`src/rtl/instr_encoder.sv`:
```
// Encodes symbolic MIPS instruction requests into 32-bit words, tags each with a
// sequential byte address and buffers them in a small FIFO drained over valid/ready.
module instr_encoder #(
  parameter int unsigned DEPTH     = 4,
  parameter logic [31:0] BASE_ADDR = 32'h0000_3000
) (
  input  logic                     clk,
  input  logic                     reset,
  input  logic                     in_valid,
  output logic                     in_ready,
  input  logic [3:0]               in_kind,
  input  logic [4:0]               in_rs,
  input  logic [4:0]               in_rt,
  input  logic [4:0]               in_rd,
  input  logic [15:0]              in_imm,
  input  logic [25:0]              in_index,
  output logic                     out_valid,
  input  logic                     out_ready,
  output logic [31:0]              out_instr,
  output logic [31:0]              out_addr,
  output logic [$clog2(DEPTH):0]   count,
  output logic                     err
);

  localparam int unsigned PW = $clog2(DEPTH);
  localparam int unsigned CW = PW + 1;

  localparam logic [3:0] K_ADDU = 4'd0;
  localparam logic [3:0] K_SUBU = 4'd1;
  localparam logic [3:0] K_LW   = 4'd2;
  localparam logic [3:0] K_SW   = 4'd3;
  localparam logic [3:0] K_BEQ  = 4'd4;
  localparam logic [3:0] K_ORI  = 4'd5;
  localparam logic [3:0] K_LUI  = 4'd6;
  localparam logic [3:0] K_JAL  = 4'd7;

  logic [31:0]    mem_instr [DEPTH];
  logic [31:0]    mem_addr  [DEPTH];
  logic [PW-1:0]  wptr, rptr;
  logic [31:0]    next_addr;
  logic           rdy_en;

  logic [31:0]    enc_c;
  logic           illegal_c;
  logic           push_c, pop_c;
  logic [PW-1:0]  rptr_nxt_c;
  logic [CW-1:0]  count_nxt_c;
  logic [31:0]    head_instr_c, head_addr_c;

  // Instruction word formation from the request fields
  always_comb begin
    enc_c     = 32'h0000_0000;
    illegal_c = 1'b0;
    case (in_kind)
      K_ADDU:  enc_c = {6'b000000, in_rs, in_rt, in_rd, 5'b00000, 6'b100001};
      K_SUBU:  enc_c = {6'b000000, in_rs, in_rt, in_rd, 5'b00000, 6'b100011};
      K_LW:    enc_c = {6'b100011, in_rs, in_rt, in_imm};
      K_SW:    enc_c = {6'b101011, in_rs, in_rt, in_imm};
      K_BEQ:   enc_c = {6'b000100, in_rs, in_rt, in_imm};
      K_ORI:   enc_c = {6'b001101, in_rs, in_rt, in_imm};
      K_LUI:   enc_c = {6'b001111, 5'b00000, in_rt, in_imm};
      K_JAL:   enc_c = {6'b000011, in_index};
      default: illegal_c = 1'b1;
    endcase
  end

  assign in_ready  = rdy_en && (count < CW'(DEPTH));
  assign out_valid = (count != '0);
  assign push_c    = in_valid && in_ready;
  assign pop_c     = out_valid && out_ready;

  // Next head: the incoming word when the FIFO would otherwise be empty
  always_comb begin
    rptr_nxt_c  = pop_c ? rptr + PW'(1) : rptr;
    count_nxt_c = count + CW'(push_c) - CW'(pop_c);
    if (count == CW'(pop_c)) begin
      head_instr_c = enc_c;
      head_addr_c  = next_addr;
    end else begin
      head_instr_c = mem_instr[rptr_nxt_c];
      head_addr_c  = mem_addr[rptr_nxt_c];
    end
  end

  always_ff @(posedge clk) begin
    if (push_c) begin
      mem_instr[wptr] <= enc_c;
      mem_addr[wptr]  <= next_addr;
    end
  end

  // Control state; output registers hold their last value once empty
  always_ff @(posedge clk or negedge reset) begin
    if (!reset) begin
      wptr      <= '0;
      rptr      <= '0;
      count     <= '0;
      next_addr <= BASE_ADDR;
      err       <= 1'b0;
      rdy_en    <= 1'b0;
      out_instr <= 32'h0000_0000;
      out_addr  <= 32'h0000_0000;
    end else begin
      rdy_en <= 1'b1;
      count  <= count_nxt_c;
      rptr   <= rptr_nxt_c;
      if (push_c) begin
        wptr      <= wptr + PW'(1);
        next_addr <= next_addr + 32'd4;
        if (illegal_c) err <= 1'b1;
      end
      if (count_nxt_c != '0) begin
        out_instr <= head_instr_c;
        out_addr  <= head_addr_c;
      end
    end
  end

endmodule
```
`config.mk`:
```
export PLATFORM = sky130hd
export DESIGN_NAME = instr_encoder
export DESIGN_NICKNAME = d
export VERILOG_FILES = /design/src/rtl/instr_encoder.sv
export SDC_FILE = /design/constraint.sdc
export NUM_CORES = 1
export LEC_CHECK = 0
export CORE_MARGIN = 2
export CORE_UTILIZATION = 57
export DETAILED_ROUTE_END_ITERATION = 8
export GPL_ROUTABILITY_DRIVEN = 0
export PLACE_DENSITY = 0.79
export SYNTH_ARGS = -nofsm -noshare
export SYNTH_HDL_FRONTEND = slang
export SYNTH_SLANG_ARGS = --single-unit
```
`constraint.sdc`:
```
create_clock -name clk -period 4.6 [get_ports clk]
set_input_delay 0.92 -clock clk [delete_from_list [all_inputs] [get_ports clk]]
set_output_delay 0.92 -clock clk [all_outputs]
set_load 0.02 [all_outputs]
```
; Yosys cells after proc, flatten, opt, wreduce, memory -nomap -nowiden
; Memory sizes are Yosys's and may differ from the RTL's.
; Index checks and enable logic that the tools add are counted.
[word_totals]
regBits = 105
latchBits = 0
mem_bits_rw = 256
romBits = 0
in_bits = 65
output_inout_bits = 70
word_cells = 39
n_memories = 2
[mem_list]
columns = memory, words, width, read_ports, rd_ports_with_merged_regs, wr, line_no
row1 = mem_addr, 4, 32, 1, 0, 1, 38  ; logic [31:0] mem_addr [DEPTH];
row2 = mem_instr, 4, 32, 1, 0, 1, 37  ; logic [31:0] mem_instr [DEPTH];
[op_classes]
add_sub_neg = 5
mul = 0
n_div = 0
n_lt_le_gt_ge = 1
eq_ne = 8
n_shift = 0
mux = 6
bitwise = 1
n_reduce_logical = 8
[ops]
columns = operator, n
row1 = 32-bit case mux with 8 select lines, 1
row2 = 32-bit two-way mux, 2
row3 = 32-bit by 3-bit adder with 32-bit output (second input constant), 1
row4 = 4-bit by 3-bit == test with 1-bit output (second input constant), 4
row5 = 4-bit by 2-bit == test with 1-bit output (second input constant), 2
row6 = 8-bit OR reduction, 1
row7 = 3-bit nonzero test, 2
row8 = 2-bit by 1-bit adder with 2-bit output (second input constant), 2
row9 = 4-bit by 1-bit == test with 1-bit output (second input constant), 1
row10 = 4-bit zero test, 1
row11 = 3-bit by 1-bit adder with 3-bit output, 1
row12 = 3-bit by 1-bit == test with 1-bit output, 1
row13 = 1-bit logical AND, 3
row14 = 3-bit < comparator (second input constant), 1
row15 = 3-bit by 1-bit subtractor with 3-bit output, 1
row16 = 1-bit two-way mux, 2
row17 = 2-bit two-way mux, 1
row18 = 2-bit AND reduction, 1
row19 = 1-bit inverter, 1

; Depth between registers and ports, before layout
; Gate-level depths: netlist of the first run.
[depth]
word_depth = 6
depth_mapped = 15
mapped_depth_nobuf = 12

; Worst setup path before layout of the first run
; OpenSTA, ideal clock, no wires.
[synth_timing]
kind = reg-to-reg
start = register count[2]
end = register out_instr[18]
setup_time_ns = 0.124
t_arrival_ns = 3.386
t_required_ns = 4.476
setup_slack_ns = 1.090
path_stages_with_launch = 16
n_path_buf = 3
synth_period_minus_slack_ns = 3.510
path_cell_list = dfrtp_1 > nor2b_1 > and2_0 > buf_2 > inv_2 > ha_1 > inv_1 > ha_1 > fa_1 > xnor3_1 > or3_1 > buf_2 > nand2b_1 > buf_4 > o32a_1 > o31a_1
[synth_between]
elab_chain_len = 6
[synth_lines]
columns = item, line_no
row1 = "start, declared", 21  ; output logic [$clog2(DEPTH):0] count,
row2 = "start signal, assigned", 105  ; count <= count_nxt_c;
row3 = 3-bit < comparator, 67  ; assign in_ready = rdy_en && (count < CW'(DEPTH));
row4 = 1-bit logical AND, 67
row5 = net in_ready, 10  ; output logic in_ready,
row6 = 1-bit logical AND, 69  ; assign push_c = in_valid && in_ready;
row7 = 3-bit by 1-bit adder with 3-bit output, 75  ; count_nxt_c = count + CW'(push_c) - CW'(pop_c);
row8 = 3-bit by 1-bit subtractor with 3-bit output, 75
row9 = net count_nxt_c[2], 47  ; logic [CW-1:0] count_nxt_c;
row10 = 3-bit nonzero test, 112  ; if (count_nxt_c != '0) begin
row11 = "end signal, assigned", 113  ; out_instr <= head_instr_c;
row12 = "end, declared", 19  ; output logic [31:0] out_instr,
; The timed path passes the listed nets, and every way through them passes these cells.
; A chain may end at the register's enable or synchronous reset.

; Worst setup path after layout of the first run
[layout_timing]
start = input in_valid
end = register out_addr[10]
[layout_between]
elab_chain_len = 4
[layout_lines]
columns = item, line_no
row1 = "start, declared", 9  ; input logic in_valid,
row2 = 1-bit logical AND, 69
row3 = 3-bit by 1-bit adder with 3-bit output, 75
row4 = 3-bit by 1-bit subtractor with 3-bit output, 75
row5 = net count_nxt_c[2], 47
row6 = 3-bit nonzero test, 112
row7 = "end signal, assigned", 114  ; out_addr <= head_addr_c;
row8 = "end, declared", 20  ; output logic [31:0] out_addr,
; The timed path passes the listed nets, and every way through them passes these cells.

==> qor.yml, run 1 <==
status: "complete, no violations"
final_core_util: 0.692
wl_um: 34400
pre_cts_ws_ns: 0.129
grt_pass1_vias: 9979
synth_common_cells: "244 x edfxtp_1, 210 x nand2_1, 98 x dfrtp_1, 82 x nor2_1, 54 x mux2_2"
grt_usage: 0.258
ys_seq_elements: 344
internal-power_mw: 7.82
rows: 58
yosysSeqAreaShare: 0.675
crit_type: "in -> reg"
setup_viol_count_final: 0
fmax_mhz: 255
cp.required_ns: 5.03
fin_worst_skew_ns: 0.0133
yosysWarnings: 0
peakVddDrop_v: 0.000804
synth_cells: 1116
vias: 9796
core-area_um2: 25100
cts_setup_buffers: 0
yosysTopAreaCell: "edfxtp_1"
die_area_um2: 26900
min_period_over_period: 0.854
synthTopCellsByArea: "edfxtp_1 50%, dfrtp_1 17%, nand2_1 5.4%"
hold_viol_final: 0
tns_ns: 0
antenna_found_initial: 0
cpMaxStageDelayCell: "nor2_4"
p_leak_nw: 6.55
nets: 1311
clockRootBuffer: "clkbuf_16"
endpoint_kind: "flip-flop"
period_needed_ns: 3.93
crit_fanout: 30
cpPeakStageDelay_ns: 0.75
p_sw_frac: 0.369
rsz0062_at_grt: "no"
drive_gt1_frac: 0.124
finalInstanceArea_um2: 17400
synth-simple-area-share: 0.117
ys.flop_type: "edfxtp_1"
drt_iter0_drc: 1045
antenna_left: 0
drcViolationCount: 0
p_comb_frac: 0.428
synth_xor_area_frac: 0.0227
worst-path-buf-inv: 5
worstPathCellList: "clkdlybuf4s50_1, and2_0, inv_2, ha_1, inv_1, ha_1, fa_1, xnor3_1, nor3_1, buf_4, nor2_4, buf_4, a41o_1, a31oi_1"
cts_buffer_depth: 3
cts_tree: "yes"
worst_pin_slew_ns: 1.01
viasPerCell: 6.15
grt_first_pass_wirelength_um: 53600
place_area_um2: 16300
dr.pass1.iters: 5
grt.overflow.total: 0
synth_edf_count: 244
muxShareOfSynthArea: 0.0417
die_h_um: 164
h-tree-depth: 1
wl_per_cell_um: 21.6
numPortBuffers: 131
ys_types: 58
cp-start-kind: "input pin"
whs_ns: 0.436
numCtsBuffers: 31
start_util: 0.580
num_antenna_cells: 0
io_pins: 135
p_per_area_nw_per_um2: 713
cts.sinks: 344
synth_top_cell_area_share: 0.503
seqPwrFrac: 0.349
die_w_um: 164
grt_max_degree: 64
setup_slack_ns: 0.671
slew_viol_final: 0
clk_pin_slew_worst_paths_ns: 0.07
arrival_ns: 4.36
max_slew_margin: 0.325
hpwlAfterDp_um: 19400
synth_fa_ha_area_frac: 0.00738
syn_area_um2: 14600
synth_most_common_cell: "edfxtp_1"
hold_path_class: "in -> async"
maxCapViolations: 0
async_reset_ff_frac: 0.291
clock_latency_ns: 0.56
synth_top_family_by_area: "simple AND/OR/NAND/NOR gates"
synth_compound_area_frac: 0.111
p_switching_mw: 4.56
syn_to_final_growth_pct: 19.2
clkPwrFrac: 0.223
cts_hold_buf: 0
cp_top_family: "buffers and inverters"
synth.avg_cell_area_um2: 13.1
cts_resized: 0
## kinds of logic (layout without fill, tap and decap cells)
family	count (synthesis)	count (layout)
AO/OA/AOI/OAI	205	205
XOR/XNOR	34	34
adder cells (fa/ha/maj)	8	8
buffers and inverters	82	226
flip-flops	344	344
multiplexers	54	54
other	2	4
AND/OR/NAND/NOR	387	387
## per-stage QoR
| step | std cells | power, mW |
|---|---|---|
| floorplan | 1118 | 7.71 |
| global placement | 1535 | 9.42 |
| detailed placement | 1535 | 9.60 |
| CTS | 1592 | 12.4 |
| global route | 1592 | 13.0 |
| finish | 1592 | 12.4 |
## layout make-up
| class | instances | area (µm²) |
|---|---|---|
| fill | 1709 | 7740 |
| inverter | 9 | 33.8 |
| multi-input combinational | 692 | 4420 |
| timing repair buffer | 160 | 1580 |
| sequential | 344 | 9830 |
| tap | 330 | 413 |
| clock inverter | 19 | 274 |
| clock buffer | 38 | 822 |
## layer usage
metal | wire length (µm) | up-vias | GRT usage
li1 | - | 4402 | -
met1 | 14400 | 4928 | 0.351
met2 | 16900 | 400 | 0.425
met3 | 2210 | 66 | 0.0414
met4 | 890 | 0 | 0.0937
met5 | 0 | - | 0
## power by group through the flow
stage / clock network, mW / logic [mW] / registers, mW
floorplan: 0 / 3.14 / 4.57
detailed placement: 0 / 5.24 / 4.36
finish: 2.76 / 5.30 / 4.32
global placement: 0 / 5.07 / 4.35
global route: 2.91 / 5.70 / 4.36
CTS: 2.79 / 5.30 / 4.31
## state kept, by name, indices dropped and copies added (netlist names)
| signal | count |
|---|---|
| rptr | 2 |
| out_instr | 31 |
| mem_addr | 120 |
| next_addr | 30 |
| mem_instr | 124 |
| err | 1 |
| rdy_en | 1 |
| out_addr | 30 |
| wptr | 2 |
| count | 3 |
## placed cells by master, fill, tap and decap left out, types with 7 or more instances in the layout
master | Yosys | routed
a21oi_1 | 13 | 13
a22o_1 | 10 | 10
a22oi_1 | 8 | 8
a311oi_1 | 8 | 8
a31oi_1 | 47 | 47
a32o_1 | 8 | 8
a41o_1 | 41 | 41
and2_1 | 7 | 7
and3_1 | 20 | 16
buf_4 | 9 | 26
bufinv_16 | 0 | 7
clkbuf_16 | 0 | 31
clkdlybuf4s50_1 | 0 | 130
clkinv_2 | 0 | 9
dfrtp_1 | 98 | 98
edfxtp_1 | 244 | 244
ha_1 | 7 | 7
mux2_2 | 54 | 54
nand2_1 | 210 | 210
nand3_1 | 9 | 9
nand4_1 | 7 | 7
nor2_1 | 82 | 79
nor2b_1 | 11 | 11
nor3_1 | 16 | 16
nor3b_1 | 8 | 8
o21ai_0 | 10 | 10
o21ai_1 | 7 | 7
o311ai_0 | 9 | 9
o31a_1 | 11 | 11
o32a_1 | 11 | 11
xnor2_1 | 28 | 28
## final timing paths
| kind | start | endpoint | slack, ns | cells after the start |
|---|---|---|---|---|
| hold / removal | reset | out_addr[17] | 0.44 | 1 |
| max in group asynchronous | reset | out_addr[6] | 3.21 | 2 |
| hold reg to reg | err | err | 0.50 | 1 |
| setup reg to reg | count[2] | out_addr[10] | 0.67 | 14 |
| setup / recovery | in_valid | out_addr[10] | 0.67 | 14 |
| min in group clk | err | err | 0.50 | 1 |
## worst reg2reg max path, cell delays in order (launching register included)
cell and delay (ns):
dfrtp_1 0.50, nor2b_1 0.35, and2_0 0.24, inv_2 0.05, ha_1 0.27, inv_1 0.04, ha_1 0.18, fa_1 0.38
xnor3_1 0.26, nor3_1 0.06, buf_4 0.14, nor2_4 0.75, buf_4 0.36, a41o_1 0.19, a31oi_1 0.05
(Power assumes the default switching activity.)
==> inputs of run 2 (changes only) <==
Settings changed: CORE_UTILIZATION 57 to 58, DONT_BUFFER_PORTS from default to 1, GPL_TIMING_DRIVEN from default to 0, PLACE_DENSITY 0.79 to 0.74.
==> run 2 against run 1 <==
Effect of this change: register-to-register slack got worse by 0.39 ns; first-iteration DRC count fell by 2.7%; wire length is 1.2% lower; flip-flop and latch count stayed put; core utilization decreased by 3.7 points; critical path depth is 1 lower; sequential power rose by 7.9%; maximum frequency decreased by 9.1%; worst hold slack worse by 0.34 ns; clock skew is 0.00059 ns lower; die area down 1.7%; critical endpoint is now out_addr[8]; largest cell class unchanged; largest power group is now registers.
==> qor.yml, run 2 (same netlist as run 1, synthesis figures left out) <==
num_antenna_cells: 0  # unchanged
wl_per_cell_um: 22.4  # was 21.6 µm
cts_buffer_depth: 3  # unchanged
die_w_um: 163  # was 164 µm
maxCapViolations: 0  # unchanged
syn_to_final_growth_pct: 11.9  # was 19.2%
clockRootBuffer: "clkbuf_16"  # unchanged
h-tree-depth: 2  # was 1
endpoint_kind: "flip-flop"  # unchanged
pre_cts_ws_ns: 0.0112  # was 0.129 ns
period_needed_ns: 4.32  # was 3.93 ns
slew_viol_final: 0  # unchanged
grt_usage: 0.262  # was 0.258
worst_pin_slew_ns: 1.07  # was 1.01 ns
dr.pass1.iters: 5  # unchanged
numCtsBuffers: 36  # was 31
rsz0062_at_grt: "no"  # unchanged
viasPerCell: 6.24  # was 6.15
clk_pin_slew_worst_paths_ns: 0.06  # was 0.07 ns
wl_um: 34000  # was 34,400 µm
start_util: 0.586  # was 0.580
clock_latency_ns: 0.51  # was 0.56 ns
min_period_over_period: 0.940  # was 0.854
antenna_left: 0  # unchanged
setup_viol_count_final: 0  # unchanged
grt_pass1_vias: 9323  # was 9,979
drt_iter0_drc: 1017  # was 1,045
fin_cells: 1517  # was 1,592
tns_ns: 0  # unchanged
nFillCells: 1828  # was 1,709
largest_reg_flops: 124  # unchanged
rows: 58  # unchanged
cp-start-kind: "flip-flop"  # was input pin
vias: 9462  # was 9,796
setup_slack_ns: 0.278  # was 0.671 ns
fin_worst_skew_ns: 0.0127  # was 0.0133 ns
crit_type: "reg -> reg"  # was in -> reg
drcViolationCount: 0  # unchanged
die_area_um2: 26400  # was 26,900 µm²
cts_tree: "yes"  # unchanged
status: "complete, no violations"  # unchanged
largest-register: "mem_instr"  # unchanged
io_pins: 135  # unchanged
numPortBuffers: 0  # was 131
drive_gt1_frac: 0.135  # was 0.124
hold_path_class: "in -> async"  # unchanged
arrival_ns: 4.68  # was 4.36 ns
layout_common_cells: "244 x edfxtp_1, 210 x nand2_1, 98 x dfrtp_1, 81 x nor2_1, 54 x mux2_2"  # was 244 x edfxtp_1, 210 x nand2_1, 130 x clkdlybuf4s50_1, 98 x dfrtp_1, 79 x nor2_1
hold_viol_final: 0  # unchanged
fmax_mhz: 231  # was 255 MHz
cp.required_ns: 4.96  # was 5.03 ns
p_per_area_nw_per_um2: 733  # was 713 nW/µm²
final_core_util: 0.655  # was 0.692
antenna_found_initial: 0  # unchanged
core-area_um2: 24900  # was 25,100 µm²
peakVddDrop_v: 0.000385  # was 0.000804 V
cts_hold_buf: 0  # unchanged
cts.sinks: 344  # unchanged
max_slew_margin: 0.284  # was 0.325
hpwlAfterDp_um: 20700  # was 19,400 µm
nets: 1234  # was 1,311
grt_max_degree: 101  # was 64
final_common_cell: "edfxtp_1"  # unchanged
crit_fanout: 10  # was 30
grt_first_pass_wirelength_um: 52900  # was 53,600 µm
whs_ns: 0.101  # was 0.436 ns
placed_cells: 1452  # was 1,535
cts_setup_buffers: 0  # unchanged
grt.overflow.total: 0  # unchanged
p_leak_nw: 6.14  # was 6.55 nW
top_regs: "mem_instr x124, mem_addr x120, out_instr x31"  # unchanged
die_h_um: 163  # was 164 µm
==> run 2: worst paths after layout <==
| kind | to | startpoint | slack (ns) | cells after the start |
|---|---|---|---|---|
| worst max-delay path | out_addr[8] | count[2] | 0.28 | 13 |
| worst min-delay path | out_addr[26] | reset | 0.10 | 0 |
| worst max register to register | out_addr[8] | count[2] | 0.28 | 13 |
| worst min register to register | out_instr[15] | mem_instr[2][15] | 0.55 | 2 |
| max in group asynchronous | next_addr[12] | reset | 4.26 | 0 |
| min in group clk | out_instr[15] | mem_instr[2][15] | 0.55 | 2 |
==> run 2: timing repair <==
action                                  CTS  global route
gates resized for setup                   1            12
pin swaps                                 0             0
endpoints found under the setup margin    1            40
==> run 2: layout make-up <==
cell class / count / area, µm² / share of cell area
Timing Repair Buffer: 5 / 100 / 0.00614
Clock buffer: 50 / 1020 / 0.0629
Sequential cell: 344 / 9830 / 0.603
Clock inverter: 14 / 151 / 0.00929
Buffer: 73 / 333 / 0.0204
Tap cell: 330 / 413 / 0.0253
Multi-Input combinational cell: 692 / 4410 / 0.271
Inverter: 9 / 33.8 / 0.00207
==> run 2: report_power, final <==
group          internal (mW)  total, mW  switching (mW)
clock                   1.73       2.89            1.16
sequential              3.92       4.66           0.737
combinational           1.71       4.40            2.69
total                   7.36       11.9            4.58
==> run 2: metrics by stage <==
step           instance area, µm²  total power, mW
2_1_floorplan               14600             7.71
3_3_place_gp                15000             8.94
3_5_place_dp                15100             9.08
4_1_cts                     16300             12.0
5_1_grt                     16300             12.6
6_report                    16300             11.9
==> run 2: routing by layer <==
layer / part of all wire / vias to the layer above / track usage / routed length (µm)
met5: 0 / - / 0 / 0
met4: 0.025 / 0 / 0.0768 / 849
met3: 0.075 / 60 / 0.0504 / 2550
met2: 0.48 / 355 / 0.425 / 16200
met1: 0.42 / 4781 / 0.366 / 14400
li1: - / 4266 / - / -
==> run 2: critical path, cell delays in order, from the launching register on <==
cell and delay [ns]:
dfrtp_1 0.58, o31ai_4 0.52, inv_2 0.22, clkbuf_1 0.30, ha_1 0.35, inv_1 0.04
ha_1 0.18, fa_1 0.37, xnor3_1 0.26, nor3_1 0.07, nor2_1 0.48, clkbuf_1 0.47
a41o_1 0.25, a31oi_1 0.06
==> inputs of run 3 (changes only) <==
Settings changed: CTS_CLUSTER_DIAMETER from default to 100.
==> results of run 3 <==
No change in the layout: final DEF, timing and power equal those of run 2.
